--- config.mk ---
export PLATFORM = sky130hd
export DESIGN_NAME = gray_count_decoder
export DESIGN_NICKNAME = d
export VERILOG_FILES = /design/src/rtl/gray_pkg.sv /design/src/rtl/gray_to_bin.sv /design/src/rtl/gray_count_decoder.sv
export SDC_FILE = /design/constraint.sdc
export NUM_CORES = 1
export LEC_CHECK = 0
export ABC_AREA = 1
export CAP_MARGIN = 20
export CORE_ASPECT_RATIO = 0.5
export CORE_UTILIZATION = 54
export CTS_CLUSTER_DIAMETER = 30
export DETAILED_ROUTE_END_ITERATION = 12
export PLACE_DENSITY = 0.78
export SLEW_MARGIN = 10
export SYNTH_ARGS = -nofsm -noshare
export SYNTH_HDL_FRONTEND = slang
export SYNTH_SLANG_ARGS = --single-unit
--- constraint.sdc ---
create_clock -name clk -period 3.9 [get_ports clk]
set_clock_uncertainty 0.2 [all_clocks]
set_input_delay 0.78 -clock clk [delete_from_list [all_inputs] [get_ports clk]]
set_output_delay 0.78 -clock clk [all_outputs]
set_load 0.03 [all_outputs]
--- src/rtl/gray_pkg.sv ---
// Shared Gray-code helpers and types for the Gray counter family.
// Conversion functions work on up to MAX_W bits; bits at or above 'width' are ignored.
package gray_pkg;

  localparam int MAX_W       = 32;
  localparam int ERR_CNT_MAX = 255;

  typedef enum logic {INIT, TRACK} state_t;

  function automatic logic [MAX_W-1:0] width_mask(input int width);
    logic [MAX_W-1:0] m;
    if (width >= MAX_W) m = '1;
    else                m = (MAX_W'(1) << width) - MAX_W'(1);
    return m;
  endfunction

  // Binary is the running XOR of the Gray word shifted down by every amount.
  function automatic logic [MAX_W-1:0] gray2bin(input logic [MAX_W-1:0] g, input int width);
    logic [MAX_W-1:0] gm;
    logic [MAX_W-1:0] b;
    gm = g & width_mask(width);
    b  = gm;
    for (int i = 1; i < MAX_W; i++) b = b ^ (gm >> i);
    return b;
  endfunction

  function automatic logic [MAX_W-1:0] bin2gray(input logic [MAX_W-1:0] b, input int width);
    logic [MAX_W-1:0] bm;
    bm = b & width_mask(width);
    return bm ^ (bm >> 1);
  endfunction

endpackage

--- src/rtl/gray_to_bin.sv ---
// Combinational N-bit Gray-to-binary converter: each binary bit is the XOR of
// all Gray bits at and above it.
module gray_to_bin #(
  parameter int N = 8
) (
  input  logic [N-1:0] gray,
  output logic [N-1:0] bin
);

  genvar gi;
  generate
    for (gi = 0; gi < N; gi++) begin : g_bit
      assign bin[gi] = ^gray[N-1:gi];
    end
  endgenerate

endmodule

--- src/rtl/gray_count_decoder.sv ---
// Synchronises a Gray-coded count, converts it to binary and tracks an
// M-bit position by classifying every sample-to-sample step.
module gray_count_decoder
  import gray_pkg::*;
#(
  parameter int N           = 8,
  parameter int M           = 16,
  parameter int SYNC_STAGES = 2
) (
  input  logic         clk,
  input  logic         reset_ah_in,
  input  logic [N-1:0] gray_in,
  input  logic         clear_in,
  output logic [N-1:0] bin_out,
  output logic [M-1:0] pos_out,
  output logic         up_out,
  output logic         down_out,
  output logic         err_out,
  output logic [7:0]   err_cnt_out,
  output logic         valid_out
);

  localparam int            CW        = $clog2(SYNC_STAGES + 2);
  localparam logic [CW-1:0] INIT_LAST = CW'(SYNC_STAGES + 1);

  logic [SYNC_STAGES-1:0][N-1:0] sync_q;
  logic [N-1:0]                  bin_comb;
  logic [N-1:0]                  bin_q;
  logic [N-1:0]                  prev_q;
  logic [N-1:0]                  delta;
  state_t                        state;
  logic [CW-1:0]                 init_cnt;
  logic [M-1:0]                  pos_q;
  logic                          up_q;
  logic                          down_q;
  logic                          err_q;
  logic [7:0]                    err_cnt_q;
  logic                          valid_q;

  gray_to_bin #(.N(N)) u_gray_to_bin (
    .gray (sync_q[SYNC_STAGES-1]),
    .bin  (bin_comb)
  );

  always_ff @(posedge clk or posedge reset_ah_in) begin
    if (reset_ah_in) begin
      sync_q <= '0;
      bin_q  <= '0;
    end else begin
      sync_q <= {sync_q[SYNC_STAGES-2:0], gray_in};
      bin_q  <= bin_comb;
    end
  end

  // Modular difference: +1 and all-ones cover the wrap between 2^N-1 and 0.
  assign delta = bin_q - prev_q;

  always_ff @(posedge clk or posedge reset_ah_in) begin
    if (reset_ah_in) begin
      state     <= INIT;
      init_cnt  <= '0;
      prev_q    <= '0;
      pos_q     <= '0;
      up_q      <= 1'b0;
      down_q    <= 1'b0;
      err_q     <= 1'b0;
      err_cnt_q <= '0;
      valid_q   <= 1'b0;
    end else begin
      up_q   <= 1'b0;
      down_q <= 1'b0;
      case (state)
        INIT: begin
          // Wait until bin_q carries a value that really came through the synchroniser.
          if (init_cnt == INIT_LAST) begin
            pos_q   <= M'(bin_q);
            prev_q  <= bin_q;
            valid_q <= 1'b1;
            state   <= TRACK;
          end else begin
            init_cnt <= init_cnt + CW'(1);
          end
        end
        default: begin
          prev_q <= bin_q;
          if (clear_in) begin
            pos_q     <= '0;
            err_q     <= 1'b0;
            err_cnt_q <= '0;
          end else if (delta == N'(1)) begin
            pos_q <= pos_q + M'(1);
            up_q  <= 1'b1;
          end else if (delta == '1) begin
            pos_q  <= pos_q - M'(1);
            down_q <= 1'b1;
          end else if (delta != '0) begin
            err_q <= 1'b1;
            if (err_cnt_q != 8'(ERR_CNT_MAX)) err_cnt_q <= err_cnt_q + 8'd1;
          end
        end
      endcase
    end
  end

  assign bin_out     = bin_q;
  assign pos_out     = pos_q;
  assign up_out      = up_q;
  assign down_out    = down_q;
  assign err_out     = err_q;
  assign err_cnt_out = err_cnt_q;
  assign valid_out   = valid_q;

endmodule

; ---- Yosys cells after proc, flatten, opt, wreduce, memory -nomap -nowiden
; Index checks and enable logic that the tools add are counted.
[word_totals]
rom_bits = 0
reg_bits = 63
latch_bits = 0
ramBits = 0
mem_count = 0
word_cells = 67
[op_classes]
shifts = 0
n_mul = 0
eq_ne = 7
n_addsub = 5
n_reduce_logical = 16
magnitude_cmp = 0
mux = 25
bitwise_logic = 2
div_mod_pow = 0
[ops]
columns = op, count
row1 = $mux 16, 5
row2 = $mux 8, 7
row3 = $add 16x1->16 const B, 1
row4 = $sub 16x1->16 const B, 1
row5 = $mux 1, 13
row6 = $add 8x1->8 const B, 1
row7 = $eq 8x1->1 const B, 1
row8 = $eq 8x8->1 const B, 1
row9 = $ne 8x8->1 const B, 1
row10 = $reduce_bool 8->1, 1
row11 = $reduce_xor 8->1, 1
row12 = $sub 8x8->8, 1
row13 = $reduce_xor 7->1, 1
row14 = $reduce_and 2->1, 3
row15 = $reduce_bool 2->1, 3
row16 = $reduce_xor 6->1, 1
row17 = $reduce_and 5->1, 1
row18 = $reduce_xor 5->1, 1
row19 = $ne 2x2->1 const B, 2
row20 = $ne 4x2->1 const B, 1
row21 = $reduce_and 4->1, 1
row22 = $reduce_xor 4->1, 1
row23 = $reduce_xor 3->1, 1
row24 = $add 2x1->2 const B, 1
row25 = 3 further kinds, 4

; ---- Depth between registers and ports, before layout
; Gate-level depths: netlist of the first run.
[logic_depth]
ltp_word = 6
ltp_mapped = 22
depth_no_buf = 22

; ---- By module
; From an unflattened synthesis of the first run, not the netlist that was laid out.
[unflattened]
cells_unflattened = 530
area_unflattened_um2 = 4026.4
[by_module_without_submodules]
columns = mod, area_per_inst_um2, seq_area_each_um2, cells_each, instances
row1 = gray_count_decoder, 3717.3, 1576.5, 459, 1
row2 = gray_to_bin, 309.0, 0.0, 71, 1

; ---- Worst setup path after synthesis of the first run
; Ideal clock, no wire load.
[synth_timing]
kind = register to register
from = register bin_q[0], in the netlist bin_out[0]
to = register pos_q[6], in the netlist pos_out[6]
n_path_buf = 0
setup_slack_ps = 221
stages_incl_launch_ff = 18
arrival_ps = 3361
setup_ps = 117
cell_sequence = dfrtp_1 > inv_1 > ha_1 > inv_1 > fa_1 > or2_2 > nor2_4 > nand3_4 > fa_1 > nand2_1 > nor2_1 > nor2_1 > o21ai_0 > or2_2 > nand3_1 > o21ai_0 > nand3_1 > nand2_1
[synth_via]
elab_chain_cells = 5
[synth_lines]
columns = element, line_no
row1 = from (decl), gray_count_decoder.sv:28  ; logic [N-1:0] bin_q;
row2 = from (signal assigned), gray_count_decoder.sv:51  ; bin_q <= bin_comb;
row3 = $sub 8x8->8 *, gray_count_decoder.sv:56  ; assign delta = bin_q - prev_q;
row4 = $eq 8x1->1, gray_count_decoder.sv:90  ; end else if (delta == N'(1)) begin
row5 = $mux 16, gray_count_decoder.sv:90
row6 = $mux 16, gray_count_decoder.sv:86  ; if (clear_in) begin
row7 = $mux 16, gray_count_decoder.sv:72  ; case (state)
row8 = to (signal assigned), gray_count_decoder.sv:76  ; pos_q <= M'(bin_q);
row9 = to (signal assigned), gray_count_decoder.sv:91  ; pos_q <= pos_q + M'(1);
row10 = to (signal assigned), gray_count_decoder.sv:94  ; pos_q <= pos_q - M'(1);
row11 = to (decl), gray_count_decoder.sv:33  ; logic [M-1:0] pos_q;
; Mark *: on every way between the ends. The rest lies on a longest branch, timed or not.
; A chain may end at the register's enable or synchronous reset.

; ---- Worst setup path after layout of the first run
; Same ends and word-level chain as after synthesis.

==> flow_summary.toml, run 1 <==
[run_status]
outcome = "finished clean"

[route]
highest_layer = "met4"
dr.first_iter.drc_count = 189
wl_met2_mm = 3.70
firstDrtPassIters = 4
drcViolationCount = 0
viasPerCell = 5.23
route.met3.wl_um = 385
antenna_left = 0
wire_per_inst_um = 13.2
met1_length_mm = 4.10
wirelength_mm = 8.26
vias = 3275

[setup_path]
worstPathArrival_ns = 3.71
cp-end-kind = "flip-flop"
critPathLaunchType = "flip-flop"
path_class = "flip-flop to flip-flop"
required_ns = 3.92
path_max_fanout = 7

[sta]
fmax_mhz = 271
period_share_pct = 94.6
rsz0062_at_grt = "yes"
drv_slew = 0
finalSetupViolCount = 0
min_period_ns = 3.69
tightest_slew_ns = 0.501
hold_viol = 0
fin_setup_tns_ns = 0
slew_headroom_pct = 66.6

[floorplan]
start_util_pct = 57.0
core_area_um2 = 6810
die-area_um2 = 7550
die_w_um = 122
die_y_um = 62.0
ioPinCount = 47
num_rows = 21

[yosys]
synth_cells = 469
ys_ff_latch = 63
yosys_warnings = 0
synth_nets = 508
netlist_area_um2 = 3880
ys_seq_area_share_pct = 40.6
syn_area_per_cell_um2 = 8.28
ys_types = 37

[pwr]
p_sw_mw = 1.40
powerDensity_nw_per_um2 = 674
power.internal_mw = 1.86
vdd_drop_max_mv = 0.351
power.leakage_nw = 2.43
power.share.sequential_pct = 25.6
sw_frac_of_total_pct = 43.0
total_power_mw = 3.26
p_clk_share_pct = 24.7
power_frac_comb_pct = 49.8

[finish]
fill_cells = 539
area_delta_synth_final_pct = 24.6
fin_nets = 568
antenna_cells = 0
seq_area_um2 = 1580
utilization_pct = 71.1
multiInputGateArea_um2 = 2140
drive_gt1_share_pct = 13.9

[placed_design]
dpl.hpwl_mm = 5.99
numPortBuffers = 46
place_congestion = 0.890

[cts]
cts_buffer_depth = 2
clk_pin_slew_ns = 0.06
tritoncts = "done"
insertion_delay_ns = 0.33
cts_root_buf = "clkbuf_16"
cts_max_level = 3
cts.sinks = 63
numCtsBuffers = 9

[global_routing]
grt_util_all_layers_pct = 23.8
antenna_found_initial = 0
grt_max_degree = 40
grt_pass1_wl_mm = 13.5
overflow = 0
grt_pass1_vias = 2930

[run]
drv_cap = 0

[min_path]
min_path_type = "flip-flop to flip-flop"
[layout by cell type, fill, tap and decap left out, types with 2 or more instances in the layout]
master / synthesis / final
clkdlybuf4s50_1: 0 / 46
inv_1: 53 / 52
nand2_1: 123 / 121
ha_2: 0 / 2
nor2_2: 2 / 3
buf_4: 0 / 6
a21oi_1: 15 / 14
dfrtp_1: 63 / 63
ha_1: 26 / 23
inv_6: 0 / 3
a21o_1: 2 / 2
or2_2: 3 / 3
xnor2_1: 6 / 6
nand2_4: 5 / 5
nor2_1: 32 / 31
nor3_1: 8 / 7
nand2_2: 14 / 16
nor2_4: 3 / 3
a21oi_2: 2 / 3
o21ai_1: 1 / 2
nand3_4: 3 / 3
nand3_1: 38 / 37
a31oi_1: 3 / 3
nand3b_1: 4 / 4
o21ai_0: 17 / 16
a21oi_4: 2 / 2
clkbuf_16: 0 / 9
nand3_2: 3 / 5
xor2_1: 15 / 15
o22ai_1: 2 / 2
clkinvlp_4: 0 / 3
nand4_1: 10 / 10
[power groups by stage]
stage	Combinational [mW]	Clock, mW	Sequential [mW]
6_report	1.62	0.803	0.833
5_1_grt	1.81	0.851	0.846
4_1_cts	1.55	0.820	0.831
3_5_place_dp	1.53	0	0.842
3_3_place_gp	1.51	0	0.839
2_1_floorplan	1.06	0	0.942
[final timing paths]
path | end | startpoint | cells past startpoint | slack [ns]
max in group asynchronous | pos_out[2]$_DFFE_PP0P_ | reset_ah_in | 3 | 2.01
worst min-delay path | sync_q[9]$_DFF_PP0_ | sync_q[1]$_DFF_PP0_ | 0 | 0.15
min in group asynchronous | sync_q[7]$_DFF_PP0_ | reset_ah_in | 2 | 0.59
worst max register to register | pos_out[6]$_DFFE_PP0P_ | bin_out[0]$_DFF_PP0_ | 18 | 0.21
worst min register to register | sync_q[9]$_DFF_PP0_ | sync_q[1]$_DFF_PP0_ | 0 | 0.15
worst max-delay path | pos_out[6]$_DFFE_PP0P_ | bin_out[0]$_DFF_PP0_ | 18 | 0.21
[worst max-delay path, stage by stage, from the launching register on]
cell	delay (ns)
dfrtp_1	0.39
inv_1	0.10
ha_1	0.15
inv_1	0.05
fa_1	0.39
nand2_1	0.07
nand2_1	0.09
nand3b_1	0.10
nand2_1	0.11
nor2_2	0.26
nand3_2	0.25
ha_1	0.40
a21oi_1	0.23
o21ai_1	0.18
or2_2	0.30
nand3_1	0.07
o21ai_0	0.09
nand3_1	0.09
nand2_1	0.06
[layout make-up]
class | count | share of cell area (%)
Clock buffer | 9 | 4.66
Clock inverter | 7 | 1.63
Inverter | 53 | 4.11
Multi-Input combinational cell | 350 | 44.2
Sequential cell | 63 | 32.6
Tap cell | 92 | 2.38
Timing Repair Buffer | 52 | 10.5
[cells by family (layout without fill, tap and decap cells)]
logic type,Yosys count,in the layout,synth area share [%]
AO/OA/AOI/OAI,50,50,7.96
buffers and inverters,57,121,5.80
AND/OR/NAND/NOR,249,250,31.0
XOR/XNOR,22,22,5.16
flip-flops,63,63,40.6
adder cells (fa/ha/maj),28,28,9.41
[synthesized netlist by cell type (all sizes together)]
master,instances,area share [%]
a31oi,3,0.48
o31ai,1,0.19
dfrtp,63,41
a21oi,19,3.2
a32oi,1,0.23
nand2,142,16
o32ai,1,0.23
nand3b,4,0.77
buf,1,0.39
o21bai,1,0.19
xnor2,6,1.4
a21o,2,0.39
fa,2,1.0
o22ai,2,0.32
ha,26,8.4
nand4,10,1.6
inv,53,5.1
nand3,44,7.0
nor2,37,4.3
a211oi,1,0.19
xor2,16,3.8
nor3,8,1.0
or2,4,0.71
clkbuf,3,0.29
a22oi,1,0.19
o21ai,18,2.3
[repair_timing]
item,4_1_cts,5_1_grt
hold buffers,0,0
buffers inserted,0,2
gates resized for setup,0,12
endpoints found under the setup margin,0,10
[layer usage]
metal | GRT usage (%) | vias to the layer above
met5 | 0 | -
met4 | 8.47 | 0
met3 | 5.75 | 9
met2 | 39.4 | 84
met1 | 31.3 | 1529
li1 | - | 1653
[flip-flops by register name (all words and copies together) (netlist names)]
signal       count
state            1
pos_out         16
sync_q          16
valid_out        1
err_out          1
prev_q           8
up_out           1
err_cnt_out      8
down_out         1
init_cnt         2
bin_out          8
[stage by stage]
stage	setup WS, ns	std cells	cell area [µm²]	hold slack [ns]
final	0.211	626	4840	0.146
after global routing	-0.0251	626	4840	0.154
after CTS	0.0887	623	4760	0.148
after detailed placement	0.139	607	4460	0.135
after global placement	0.256	607	4460	0.133
after floorplan	0.221	469	3880	0.131
(Power assumes the default switching activity.)
==> run 2: changes to the inputs <==
--- a/config.mk
+++ b/config.mk
@@ -5,13 +5,13 @@
 export SDC_FILE = /design/constraint.sdc
 export NUM_CORES = 1
 export LEC_CHECK = 0
-export ABC_AREA = 1
+export ABC_AREA = 0
 export CAP_MARGIN = 20
 export CORE_ASPECT_RATIO = 0.5
-export CORE_UTILIZATION = 54
+export CORE_UTILIZATION = 55
 export CTS_CLUSTER_DIAMETER = 30
 export DETAILED_ROUTE_END_ITERATION = 12
-export PLACE_DENSITY = 0.78
+export PLACE_DENSITY = 0.8
 export SLEW_MARGIN = 10
 export SYNTH_ARGS = -nofsm -noshare
 export SYNTH_HDL_FRONTEND = slang
==> run 2 against run 1 <==
Compared with the run above: the flow now finishes with violations (negative setup slack); largest power group unchanged; sequential share of layout area fell by 1.9 points; largest cell class unchanged; critical path depth down 3; highest routed layer unchanged; worst setup slack worse by 1.0 ns; clock power up 2.7%; final cell count is 15% lower; synthesized cell count fell by 29%.
==> flow_summary.toml, run 2 <==
[run_status]
outcome = "finished, violations left"
violations = "negative setup slack"

[yosys]
ys_types = 54
syn_area_per_cell_um2 = 10.4
yosysMostFrequentCell = "dfrtp_1"
yosysTopAreaCell = "dfrtp_1"
synth_common_cells = "63 x dfrtp_1, 29 x nand2_1, 26 x ha_1"
synth_nets = 370
ys_seq_area_share_pct = 45.9
synth_top_area_share_pct = 45.9
yosys_warnings = 0
synth_edf_count = 0
synth_cells = 331
ys.flop_type = "dfrtp_1"
ys_top_cells_by_area = "dfrtp_1 46%, ha_1 9.5%, xor2_1 3.6%, nand2_1 3.2%, a21oi_1 2.8%"
synth-async-reset-ratio_pct = 100
netlist_area_um2 = 3440
ys_ff_latch = 63

[global_routing]
grt_pass1_wl_mm = 16.0
overflow = 0
grt_util_all_layers_pct = 33.1
grt_pass1_vias = 3319
antenna_found_initial = 0
grt_max_degree = 33

[route]
wirelength_mm = 11.1
antenna_left = 0
firstDrtPassIters = 5
dr.first_iter.drc_count = 388
drcViolationCount = 0
wire_per_inst_um = 20.9
viasPerCell = 6.27
vias = 3341

[setup_path]
cpMostUsedCell = "o21a_1"
path_cells = "ha_1 -> nor2b_1 -> o2111ai_1 -> nand3_1 -> a2111o_1 -> or4_4 -> ha_4 -> a21o_1 -> a21oi_2 -> a311oi_2 -> o21a_1 -> o21a_1 -> o41ai_2 -> xnor2_1 -> a22o_1"
path_class = "flip-flop to flip-flop"
critPathMaxStageDelay_ns = 0.58
path_max_fanout = 7
critPathLaunchType = "flip-flop"
slowest_stage = "or4_4"
required_ns = 3.93
worstPathArrival_ns = 4.76
cp-end-kind = "flip-flop"

[finish]
fin_nets = 483
drive_gt1_share_pct = 31.4
area_delta_synth_final_pct = 49.7
utilization_pct = 89.4
final_cell_area_um2 = 5140
layout_common_cells = "62 x dfrtp_1, 57 x buf_4, 46 x clkdlybuf4s50_1"
antenna_cells = 0
mostFrequentLayoutCell = "dfrtp_1"

[cts]
insertion_delay_ns = 0.35
clk_pin_slew_ns = 0.06
cts_buffer_depth = 2
numCtsBuffers = 9
cts_max_level = 3
cts_root_buf = "clkbuf_16"
cts.sinks = 63
tritoncts = "done"

[placed_design]
dpl.hpwl_mm = 6.10
numPortBuffers = 46
place_congestion = 0.903
place_area_um2 = 4470
dp_worst_setup_slack_ns = -0.604

[sta]
tightest_slew_ns = 0.720
fmax_mhz = 211
min_period_ns = 4.73
drv_slew = 0
finalWorstSetupSlack_ns = -0.828
rsz0062_at_grt = "yes"
slew_headroom_pct = 51.5
finalSetupViolCount = 12
hold_viol = 0
period_share_pct = 121

[floorplan]
num_rows = 19
core_area_um2 = 5750
ioPinCount = 47
die_y_um = 57.9
die-area_um2 = 6590
die_w_um = 114
start_util_pct = 59.7

[pwr]
power.leakage_nw = 2.27
powerDensity_nw_per_um2 = 749
vdd_drop_max_mv = 0.546

[run]
drv_cap = 0

[min_path]
min_path_type = "flip-flop to flip-flop"
[run 2: changes by cell type after synthesis, moves of 7 or more]
cell,delta
inv_1,-34
nand2_1,-94
nand2_2,-14
nand2b_1,+7
nand3_1,-28
nand4_1,-8
nor2_1,-17
[run 2: path summary, 6_finish.rpt]
check | from | cells past startpoint | slack (ns) | end
min in group asynchronous | reset_ah_in | 2 | 0.64 | err_cnt_out[0]$_DFFE_PP0P_
max reg2reg | bin_out[1]$_DFF_PP0_ | 15 | -0.83 | pos_out[14]$_DFFE_PP0P_
max in group asynchronous | reset_ah_in | 3 | 2.09 | bin_out[0]$_DFF_PP0_
max | bin_out[1]$_DFF_PP0_ | 15 | -0.83 | pos_out[14]$_DFFE_PP0P_
min | sync_q[4]$_DFF_PP0_ | 0 | 0.14 | sync_q[12]$_DFF_PP0_
min reg2reg | sync_q[4]$_DFF_PP0_ | 0 | 0.14 | sync_q[12]$_DFF_PP0_
[run 2: what timing repair did]
item | 4_1_cts | 5_1_grt
setup buffers | 13 | 7
hold buffers | 0 | 0
gates cloned | 1 | 0
gates resized for setup | 19 | 27
pin swaps | 14 | 22
setup endpoints to repair | 12 | 13
[run 2: layout make-up]
type                       count  area (µm²)
inverter                      19        71.3
sequential                    63        1580
clock buffer                   9         225
tap                           84         105
multi-input combinational    242        2130
fill                         242         608
timing repair buffer         109         956
clock inverter                 7        78.8
[run 2: metrics by stage]
step	TNS (ns)	power [mW]	hold slack, ns	instances
floorplan	-1.76	1.89	0.131	331
finish	-6.31	3.85	0.145	533
detailed placement	-3.42	2.42	0.135	499
global placement	-2.48	2.35	0.131	499
global route	-7.71	4.01	0.153	533
CTS	-3.67	3.45	0.145	527
[run 2: per-layer routing]
layer	up-vias	track usage (%)	wire, µm
met4	0	21.2	521
met2	195	54.1	5220
met3	65	11.5	922
met1	1650	38.3	4470
met5	-	0	0
li1	1431	-	-
[run 2: critical path: cells and delay by family (launching register included)]
family | cells | cell delay, ns
compound gates | 9 | 2.31
xor+xnor | 1 | 0.11
fa+ha+maj | 2 | 0.65
flops | 1 | 0.45
simple gates | 3 | 0.90
[run 2: power by group]
group          internal, mW  switching [mW]
clock                 0.501           0.324
combinational          1.05            1.14
sequential            0.741          0.0992
[run 2: cell families after synthesis]
logic type               after synthesis  share of synthesized area, %
flip-flops                            63                          45.9
adder cells (fa/ha/maj)               28                          10.6
multiplexers                           7                          2.15
XOR/XNOR                              24                          6.12
AND/OR/NAND/NOR                       92                          13.4
buffers and inverters                 27                          3.46
AO/OA/AOI/OAI                         90                          18.3
==> run 3: changes to the inputs <==
--- a/config.mk
+++ b/config.mk
@@ -8,10 +8,11 @@
 export ABC_AREA = 0
 export CAP_MARGIN = 20
 export CORE_ASPECT_RATIO = 0.5
-export CORE_UTILIZATION = 55
+export CORE_UTILIZATION = 60
 export CTS_CLUSTER_DIAMETER = 30
 export DETAILED_ROUTE_END_ITERATION = 12
-export PLACE_DENSITY = 0.8
+export DONT_BUFFER_PORTS = 1
+export PLACE_DENSITY = 0.76
 export SLEW_MARGIN = 10
 export SYNTH_ARGS = -nofsm -noshare
 export SYNTH_HDL_FRONTEND = slang
==> run 3 against run 2 <==
Compared with the run above: the flow still finishes with violations (negative setup slack); cell area is 12% lower; worst hold slack better by 0.0016 ns; combinational power is 24% lower; sequential power is 8.9% higher; maximum frequency is 5.2% higher; core utilization is 7.0 points lower; register-to-register slack better by 0.23 ns; via count is 15% lower; critical path type unchanged; largest cell class unchanged.
==> flow_summary.toml, run 3 (synthesized netlist as in run 2, its figures left out) <==
[cts]
insertion_delay_ns = 0.34
cts.sinks = 63
cts_buffer_depth = 2
cts_max_level = 3
numCtsBuffers = 9
tritoncts = "done"
clk_pin_slew_ns = 0.06
cts_hold_buf = 0
cts_root_buf = "clkbuf_16"

[global_routing]
grt_pass1_wl_mm = 13.5
grt_util_all_layers_pct = 30.5
grt_pass1_vias = 2870
antenna_found_initial = 0
grt_max_degree = 42
overflow = 0

[pwr]
powerDensity_nw_per_um2 = 761
vdd_drop_max_mv = 0.602
power.leakage_nw = 2.05
p_clk_share_pct = 25.4
power.internal_mw = 2.13
power_frac_comb_pct = 48.1
total_power_mw = 3.44
p_sw_mw = 1.31
sw_frac_of_total_pct = 38.2
power.share.sequential_pct = 26.6

[setup_path]
cp-end-kind = "flip-flop"
path_class = "flip-flop to flip-flop"
critPathLaunchType = "flip-flop"
worstPathArrival_ns = 4.52
path_max_fanout = 10
r2r_end = "pos_out[13]$_DFFE_PP0P_"
required_ns = 3.93
r2r_start = "bin_out[0]$_DFF_PP0_"
reg2reg_slack_ns = -0.59
reg2reg_depth = 20

[floorplan]
num_rows = 19
ioPinCount = 47
start_util_pct = 62.6
die_y_um = 55.5
die_w_um = 109
die-area_um2 = 6050
core_area_um2 = 5490

[sta]
finalSetupViolCount = 10
min_period_ns = 4.49
drv_slew = 0
rsz0062_at_grt = "yes"
tightest_slew_ns = 0.818
fmax_mhz = 222
worst_hold_slack_ns = 0.147
period_share_pct = 115
hold_viol = 0
fin_setup_tns_ns = -3.86
finalWorstSetupSlack_ns = -0.594
slew_headroom_pct = 45.4

[route]
wire_per_inst_um = 18.2
firstDrtPassIters = 5
dr.first_iter.drc_count = 215
drcViolationCount = 0
wirelength_mm = 8.54
viasPerCell = 6.07
antenna_left = 0
vias = 2854

[placed_design]
place_congestion = 0.876
place_area_um2 = 4020
dp_worst_setup_slack_ns = -0.624
dpl.hpwl_mm = 5.72
numPortBuffers = 0
dp.cells = 445

[finish]
antenna_cells = 0
layout_common_cells = "62 x dfrtp_1, 56 x buf_4, 29 x nand2_1"
drive_gt1_share_pct = 31.2
mostFrequentLayoutCell = "dfrtp_1"
multiInputGateArea_um2 = 2010
final_cell_area_um2 = 4530
seq_area_um2 = 1580
layout.cells.non_filler = 470
utilization_pct = 82.5
area_delta_synth_final_pct = 31.7
fin_nets = 431
fill_cells = 286

[run]
drv_cap = 0

[run_status]
violations = "negative setup slack"
outcome = "finished, violations left"

[min_path]
holdPathEnd = "sync_q[10]$_DFF_PP0_"
min_path_type = "flip-flop to flip-flop"
hold_path_startpoint = "sync_q[2]$_DFF_PP0_"
min_path_cells = 0
-- run 3: cell count changes in the layout (fill, tap and decap cells not counted), sizes merged --
cell,delta
clkdlybuf4s50,-46
clkinvlp,-2
or4,-1
clkinv,+1
bufinv,+1
buf,-5
-- run 3: how the worst max path moves through the flow --
stage	start	endpoint	slack, ns
after floorplan	bin_out[0]$_DFF_PP0_	pos_out[14]$_DFFE_PP0P_	-0.46
after global placement	bin_out[1]$_DFF_PP0_	pos_out[14]$_DFFE_PP0P_	-0.52
after detailed placement	bin_out[0]$_DFF_PP0_	pos_out[14]$_DFFE_PP0P_	-0.62
after CTS	bin_out[0]$_DFF_PP0_	pos_out[14]$_DFFE_PP0P_	-0.53
after global routing	bin_out[0]$_DFF_PP0_	pos_out[13]$_DFFE_PP0P_	-0.85
final	bin_out[0]$_DFF_PP0_	pos_out[13]$_DFFE_PP0P_	-0.59
-- run 3: cell type report --
type                            instances  area share, %
Tap cell                               73           2.02
Clock inverter                          7           2.27
Sequential cell                        63           34.8
Clock buffer                            9           4.97
Timing Repair Buffer                   58           9.98
Multi-Input combinational cell        241           44.3
Inverter                               19           1.58
-- run 3: worst max-delay path: stages (launching register included) --
cell      delay, ns
dfrtp_2        0.40
inv_2          0.08
ha_4           0.13
inv_2          0.03
fa_2           0.35
a211oi_2       0.23
nor2_1         0.09
xor2_1         0.16
a2111o_1       0.33
or4_4          0.46
buf_12         0.18
buf_4          0.14
ha_4           0.24
a21oi_2        0.19
o211ai_1       0.12
a31oi_1        0.19
nor3_2         0.08
nand4_1        0.14
nand2_1        0.10
or3_1          0.31
a32o_1         0.25
-- run 3: metal layers --
layer | global-route usage [%] | share of wire (%) | vias up
met3 | 11.7 | 5.9 | 26
li1 | - | - | 1327
met5 | 0 | 0 | -
met4 | 13.1 | 2.8 | 0
met1 | 36.9 | 43 | 1403
met2 | 48.6 | 49 | 98
-- run 3: power by group through the flow --
stage | logic (mW) | clock network [mW] | registers (mW)
5_1_grt | 1.80 | 0.911 | 0.925
2_1_floorplan | 0.942 | 0 | 0.947
3_3_place_gp | 1.34 | 0 | 0.920
4_1_cts | 1.52 | 0.881 | 0.914
3_5_place_dp | 1.39 | 0 | 0.922
6_report | 1.66 | 0.873 | 0.915
-- run 3: what timing repair did --
action / CTS / global route
pin swaps: 5 / 7
gates resized for setup: 12 / 10
setup buffers: 8 / 1
endpoints found under the setup margin: 12 / 13
